**src/rtl/wallclock_mode_ctrl_if.sv**
```systemverilog
// Button/tick inputs and control outputs of the wall-clock mode sequencer.
// master drives the buttons and tick; slave is the sequencer.
interface wallclock_mode_ctrl_if;
  logic       btnMode;
  logic       btnInc;
  logic       tickSec;
  logic [2:0] mode;
  logic       incHrs;
  logic       incMins;
  logic       incAlmHrs;
  logic       incAlmMins;
  logic       holdSeconds;
  logic       secClear;
  logic       almEnable;
  logic       showAlarm;
  logic [3:0] digitBlank;

  modport master (
    output btnMode, btnInc, tickSec,
    input  mode, incHrs, incMins, incAlmHrs, incAlmMins,
    input  holdSeconds, secClear, almEnable, showAlarm, digitBlank
  );

  modport slave (
    input  btnMode, btnInc, tickSec,
    output mode, incHrs, incMins, incAlmHrs, incAlmMins,
    output holdSeconds, secClear, almEnable, showAlarm, digitBlank
  );
endinterface

```
**src/rtl/wallclock_mode_ctrl.sv**
```systemverilog
// Wall-clock mode/time-set sequencer: edit FSM, increment strobes, seconds hold and blink mask.
// Define MODE_TIMEOUT_EN to enable the tickSec-driven inactivity return to RUN.
module wallclock_mode_ctrl #(
  parameter int unsigned BLINK_DIV = 50000000,
  parameter int unsigned TIMEOUT_S = 10,
  parameter int unsigned CNT_W     = 27
) (
  input logic                  CLK100MHZ,
  input logic                  nReset,
  wallclock_mode_ctrl_if.slave bus
);
  typedef enum logic [2:0] {
    StRun    = 3'd0,
    StSetHrs = 3'd1,
    StSetMin = 3'd2,
    StAlmHrs = 3'd3,
    StAlmMin = 3'd4
  } mode_e;

  localparam logic [CNT_W-1:0] BlinkLast = CNT_W'(BLINK_DIV - 1);

  mode_e            mode_q, mode_d;
  logic [CNT_W-1:0] blink_cnt_q, blink_cnt_d;
  logic             blink_phase_q, blink_phase_d;
  logic             alm_en_q, alm_en_d;
  logic [3:0]       inc_q, inc_d;  // {hrs, mins, alm hrs, alm mins}
  logic             sec_clr_q, sec_clr_d;
  logic             hold_q, show_alm_q;
  logic [3:0]       blank_q, blank_d;
  logic             set_state, timeout_exit;

`ifdef MODE_TIMEOUT_EN
  localparam int unsigned   TmrW    = $clog2(TIMEOUT_S + 1);
  localparam logic [TmrW-1:0] TmrLast = TmrW'(TIMEOUT_S);
  logic [TmrW-1:0] tmr_q, tmr_d;
`else
  logic unused_tick;
  assign unused_tick = bus.tickSec;
`endif

  always_comb begin
    set_state    = mode_q inside {StSetHrs, StSetMin, StAlmHrs, StAlmMin};
    mode_d       = mode_q;
    inc_d        = 4'b0000;
    sec_clr_d    = 1'b0;
    alm_en_d     = alm_en_q;
    timeout_exit = 1'b0;
`ifdef MODE_TIMEOUT_EN
    timeout_exit = set_state && !bus.btnMode && !bus.btnInc && (tmr_q >= TmrLast);
`endif

    // btnMode takes priority; a simultaneous btnInc is dropped.
    case (mode_q)
      StRun: begin
        if (bus.btnMode)     mode_d   = StSetHrs;
        else if (bus.btnInc) alm_en_d = ~alm_en_q;
      end
      StSetHrs: begin
        if (bus.btnMode)     mode_d = StSetMin;
        else if (bus.btnInc) inc_d  = 4'b1000;
      end
      StSetMin: begin
        if (bus.btnMode) begin
          mode_d    = StAlmHrs;
          sec_clr_d = 1'b1;
        end else if (bus.btnInc) begin
          inc_d = 4'b0100;
        end
      end
      StAlmHrs: begin
        if (bus.btnMode)     mode_d = StAlmMin;
        else if (bus.btnInc) inc_d  = 4'b0010;
      end
      StAlmMin: begin
        if (bus.btnMode)     mode_d = StRun;
        else if (bus.btnInc) inc_d  = 4'b0001;
      end
      default: mode_d = StRun;
    endcase

    if (timeout_exit) begin
      mode_d    = StRun;
      sec_clr_d = (mode_q == StSetMin);
    end

    blink_cnt_d   = blink_cnt_q + CNT_W'(1);
    blink_phase_d = blink_phase_q;
    if ((mode_d != mode_q) || (set_state && bus.btnInc) || (mode_d == StRun)) begin
      blink_cnt_d   = '0;
      blink_phase_d = 1'b0;
    end else if (blink_cnt_q == BlinkLast) begin
      blink_cnt_d   = '0;
      blink_phase_d = ~blink_phase_q;
    end

    blank_d = 4'b0000;
    if (blink_phase_d) begin
      case (mode_d)
        StSetHrs, StAlmHrs: blank_d = 4'b1100;
        StSetMin, StAlmMin: blank_d = 4'b0011;
        default:            blank_d = 4'b0000;
      endcase
    end

`ifdef MODE_TIMEOUT_EN
    if (!set_state || bus.btnMode || bus.btnInc || (mode_d != mode_q)) tmr_d = '0;
    else if (bus.tickSec)                                               tmr_d = tmr_q + TmrW'(1);
    else                                                                tmr_d = tmr_q;
`endif
  end

  always_ff @(posedge CLK100MHZ) begin
    if (!nReset) begin
      mode_q        <= StRun;
      blink_cnt_q   <= '0;
      blink_phase_q <= 1'b0;
      alm_en_q      <= 1'b0;
      inc_q         <= 4'b0000;
      sec_clr_q     <= 1'b0;
      hold_q        <= 1'b0;
      show_alm_q    <= 1'b0;
      blank_q       <= 4'b0000;
`ifdef MODE_TIMEOUT_EN
      tmr_q         <= '0;
`endif
    end else begin
      mode_q        <= mode_d;
      blink_cnt_q   <= blink_cnt_d;
      blink_phase_q <= blink_phase_d;
      alm_en_q      <= alm_en_d;
      inc_q         <= inc_d;
      sec_clr_q     <= sec_clr_d;
      hold_q        <= (mode_d == StSetMin);
      show_alm_q    <= (mode_d == StAlmHrs) || (mode_d == StAlmMin);
      blank_q       <= blank_d;
`ifdef MODE_TIMEOUT_EN
      tmr_q         <= tmr_d;
`endif
    end
  end

  assign bus.mode        = mode_q;
  assign bus.incHrs      = inc_q[3];
  assign bus.incMins     = inc_q[2];
  assign bus.incAlmHrs   = inc_q[1];
  assign bus.incAlmMins  = inc_q[0];
  assign bus.holdSeconds = hold_q;
  assign bus.secClear    = sec_clr_q;
  assign bus.almEnable   = alm_en_q;
  assign bus.showAlarm   = show_alm_q;
  assign bus.digitBlank  = blank_q;
endmodule

```
**src/flat_wrapper.sv**
```systemverilog
// flat-port wrapper written by rule: the top's interface ports become plain ports
module wallclock_mode_ctrl_flat 
#(
  parameter int unsigned BLINK_DIV = 50000000,
  parameter int unsigned TIMEOUT_S = 10,
  parameter int unsigned CNT_W     = 27
)
  (CLK100MHZ, nReset, bus_btnMode, bus_btnInc, bus_tickSec, bus_mode, bus_incHrs, bus_incMins, bus_incAlmHrs, bus_incAlmMins, bus_holdSeconds, bus_secClear, bus_almEnable, bus_showAlarm, bus_digitBlank);
  wallclock_mode_ctrl_if bus_i ();
  input logic CLK100MHZ;
  input logic nReset;
  input wire logic [$bits(bus_i.btnMode)-1:0] bus_btnMode;
  input wire logic [$bits(bus_i.btnInc)-1:0] bus_btnInc;
  input wire logic [$bits(bus_i.tickSec)-1:0] bus_tickSec;
  output wire logic [$bits(bus_i.mode)-1:0] bus_mode;
  output wire logic [$bits(bus_i.incHrs)-1:0] bus_incHrs;
  output wire logic [$bits(bus_i.incMins)-1:0] bus_incMins;
  output wire logic [$bits(bus_i.incAlmHrs)-1:0] bus_incAlmHrs;
  output wire logic [$bits(bus_i.incAlmMins)-1:0] bus_incAlmMins;
  output wire logic [$bits(bus_i.holdSeconds)-1:0] bus_holdSeconds;
  output wire logic [$bits(bus_i.secClear)-1:0] bus_secClear;
  output wire logic [$bits(bus_i.almEnable)-1:0] bus_almEnable;
  output wire logic [$bits(bus_i.showAlarm)-1:0] bus_showAlarm;
  output wire logic [$bits(bus_i.digitBlank)-1:0] bus_digitBlank;
  assign bus_i.btnMode = bus_btnMode;
  assign bus_i.btnInc = bus_btnInc;
  assign bus_i.tickSec = bus_tickSec;
  assign bus_mode = bus_i.mode;
  assign bus_incHrs = bus_i.incHrs;
  assign bus_incMins = bus_i.incMins;
  assign bus_incAlmHrs = bus_i.incAlmHrs;
  assign bus_incAlmMins = bus_i.incAlmMins;
  assign bus_holdSeconds = bus_i.holdSeconds;
  assign bus_secClear = bus_i.secClear;
  assign bus_almEnable = bus_i.almEnable;
  assign bus_showAlarm = bus_i.showAlarm;
  assign bus_digitBlank = bus_i.digitBlank;
  wallclock_mode_ctrl #(.BLINK_DIV(BLINK_DIV), .TIMEOUT_S(TIMEOUT_S), .CNT_W(CNT_W)) u_core (.CLK100MHZ(CLK100MHZ), .nReset(nReset), .bus(bus_i));
endmodule
```
**config.mk**
```make
export PLATFORM = sky130hd
export DESIGN_NAME = wallclock_mode_ctrl_flat
export DESIGN_NICKNAME = d
export VERILOG_FILES = /design/src/rtl/wallclock_mode_ctrl_if.sv /design/src/rtl/wallclock_mode_ctrl.sv /design/src/flat_wrapper.sv
export SDC_FILE = /design/constraint.sdc
export NUM_CORES = 1
export LEC_CHECK = 0
export CELL_PAD_IN_SITES_DETAIL_PLACEMENT = 0
export CELL_PAD_IN_SITES_GLOBAL_PLACEMENT = 2
export CORE_ASPECT_RATIO = 1.4
export CORE_UTILIZATION = 37
export CTS_CLUSTER_SIZE = 30
export DETAILED_ROUTE_END_ITERATION = 8
export PLACE_DENSITY_LB_ADDON = 0.05
export SYNTH_ARGS = -nofsm -noshare
export SYNTH_HDL_FRONTEND = slang
export SYNTH_SLANG_ARGS = --single-unit
```
**constraint.sdc**
```tcl
create_clock -name CLK100MHZ -period 4.45 [get_ports CLK100MHZ]
set_clock_uncertainty 0.2 [all_clocks]
set_input_delay 1.1125 -clock CLK100MHZ [delete_from_list [all_inputs] [get_ports CLK100MHZ]]
set_output_delay 1.1125 -clock CLK100MHZ [all_outputs]
set_load 0.01 [all_outputs]
```
==> metrics.txt <==
Seq pwr share 55.5%; worst skew pair latency 290 ps; placed cell area 0.00207 mm^2; Yosys cell types 40; syn avg cell area 9.15 um^2; post-synth top area share 43.4%; Final HPWL DP 2880 um; CTS max path bufs 2; Post-synth EDFFs 0; GR Util met1 16.3%; post-CTS setup buffers 0; largest net degree at the start of global routing 27; RSZ-0062 raised after global routing false; fmax 0.350 GHz; total power 680 uW; initial drt markers 62; share of layout cells above drive strength 1 10.0%; cts repair resizes 0; drt pass-1 iters 4; initial antenna violation count 0; most instantiated cells after synthesis 41 x dfxtp_1, 25 x nor2_1, 14 x nand2_1; VDD IR max 169 uV; Die X 62.5 um; die area 0.00541 mm^2; Yosys top cell by area dfxtp_1; slowest stage delay, CP 600 ps; Logic pwr share 5.0%; fin crit period 2850 ps; R2R Setup Slk 1760 ps; via count 1,553; first-pass GRT wire length 6990 um; Switch Pwr 152 uW; Seq/Total Area, Yosys 43.4%; ant diodes 0; Hold Worst Slack 280 ps; Clock Tree Root clkbuf_8; CTS H-Tree Depth 2; I/O Buffers 18; worst path arrival time 2870 ps; Die Height 86.6 um; initial core utilization 38.8%; Final nets 225; slowest CP cell clkdlybuf4s50_1; crit-path cells clkdlybuf4s50_1 -> a2111oi_4 -> o31ai_4 -> a21oi_1; boundary pin count 20; FILL cells 500; Seq cells post-synth 41; Main synth FF type dfxtp_1; CP startpoint kind input pin; Mapped Cells 207; post-synth net total 213; HP Class flip-flop to flip-flop; status finished clean; Residual DRC 0; crit-path leading delay family compound AO/OA/AOI/OAI gates; total grt overflow 0; total track usage 16.5%; fin. max-slew vios 0; Layout area overhead 14.9%; Tcrit/Tclk final 64.1%; critical path fanouts, max 26; YS warnings 0; static leakage 0.658 nW; clock power share 39.5%; M3 GR Usage 3.68%; Sw Share 22.3%; drt wl/cell 13.8 um; Core Rows 30; Post-DRT Antenna Nets 0; max-cap viol count 0; post-DR vias/cell 5.47; Core ar. 0.00488 mm^2; Worst Tran Pin Value 1160 ps; final wirelength 3930 um; vias in the first global route 1,552; final setup vio count 0; power density over the cells 313 mW/mm^2; slew margin rel. 23.0%; internal cell power 528 uW; CTS tree done; Crit Path Class input pin to flip-flop; crit end category flip-flop; ys async rst share 0%; CTS Buf Count 5; most common cell in the netlist dfxtp_1; Crit path required time 4470 ps; GPL Wtd Cong 0.730; met2 usage 31.8%; cts hold-fix bufs 0; Final Hold Fails 0; top cells by area, synth dfxtp_1 43%, xnor2_1 5.1%, nor2_1 5.0%, o31ai_1 4.0%, or4_1 3.6%; final setup TNS 0 ps; Netlist Area Pre-Place 0.00189 mm^2; Sink Count 41; final instance area 0.00217 mm^2; CP bufs+invs 1; Worst-path clk slew 80 ps; gr busiest metal met2
==> power groups by stage <==
stage                     logic (mW)  clock network [mW]  registers [mW]
after CTS                     0.0345               0.278           0.377
after floorplan               0.0238                   0           0.384
after global placement        0.0343                   0           0.386
after detailed placement      0.0343                   0           0.386
after global routing          0.0375               0.293           0.378
final                         0.0338               0.269           0.377
==> flip-flops by register name (all words and copies together), names as in the netlist <==
| register | flops |
|---|---|
| u_core.blink_cnt_q | 27 |
| u_core.inc_q | 4 |
| u_core.bus.mode | 3 |
| u_core.bus.digitBlank | 2 |
| u_core.blink_phase_q | 1 |
| u_core.bus.almEnable | 1 |
| u_core.bus.holdSeconds | 1 |
| u_core.bus.secClear | 1 |
| u_core.bus.showAlarm | 1 |
==> worst paths after layout <==
kind,depth (start not counted),endpoint,start
hold / removal,1,u_core.blink_cnt_q[0],u_core.blink_cnt_q[0]
hold reg to reg,1,u_core.blink_cnt_q[0],u_core.blink_cnt_q[0]
setup / recovery,4,u_core.blink_cnt_q[19],bus_btnMode
setup reg to reg,4,u_core.blink_cnt_q[13],u_core.blink_cnt_q[10]
==> layout by cell type (no fill, tap or decap), drive strengths merged, types with 4 or more instances in the layout <==
master / Yosys / routed
a21oi: 14 / 14
and4: 4 / 4
clkbuf: 6 / 7
clkdlybuf4s50: 0 / 18
dfxtp: 41 / 41
nand2: 14 / 14
nand3: 10 / 10
nand4: 9 / 9
nor2: 25 / 25
nor3: 6 / 6
nor4: 4 / 4
o31ai: 11 / 11
or4: 10 / 10
xnor2: 11 / 11
xor2: 7 / 7
==> through the flow <==
| stage | worst slack [ps] | util (%) | cells |
|---|---|---|---|
| floorplan | 2040 | - | 207 |
| global placement | 1280 | 42.5 | 276 |
| detailed placement | 1260 | 42.5 | 276 |
| CTS | 1560 | 44.6 | 284 |
| global route | 1420 | 44.6 | 284 |
| finish | 1600 | 44.6 | 284 |
==> worst reg2reg max path, stage by stage (launching register included) <==
cell and delay [ps]:
dfxtp_1 360, or4b_1 550, or3_4 360, o31ai_4 920, nor2_1 150
==> cell families after synthesis <==
| logic type | count (synthesis) | synth area share (%) |
|---|---|---|
| adders and majority gates | 1 | 0.661 |
| DFF | 41 | 43.4 |
| buffers and inverters | 16 | 4.82 |
| AOI/OAI and AO/OA | 32 | 13.2 |
| and+or+nand+nor | 99 | 29.6 |
| xor gates and xnor gates | 18 | 8.33 |
==> routing by layer <==
metal,vias to the layer above,routed length (um)
li1,766,-
met1,745,1530
met2,34,2130
met3,8,161
met4,0,111
met5,-,0
==> cell type report <==
class / count / area, um^2 / share of cell area (%)
well taps: 64 / 80.1 / 3.68
repair buffers: 18 / 180 / 8.29
inverters: 3 / 11.3 / 0.518
flip-flops and latches: 41 / 821 / 37.7
multi-input cells: 150 / 981 / 45.1
clock buffers: 7 / 96.3 / 4.43
clock inverters: 1 / 5.00 / 0.230
Note: power is estimated with default switching activity, not from simulation.
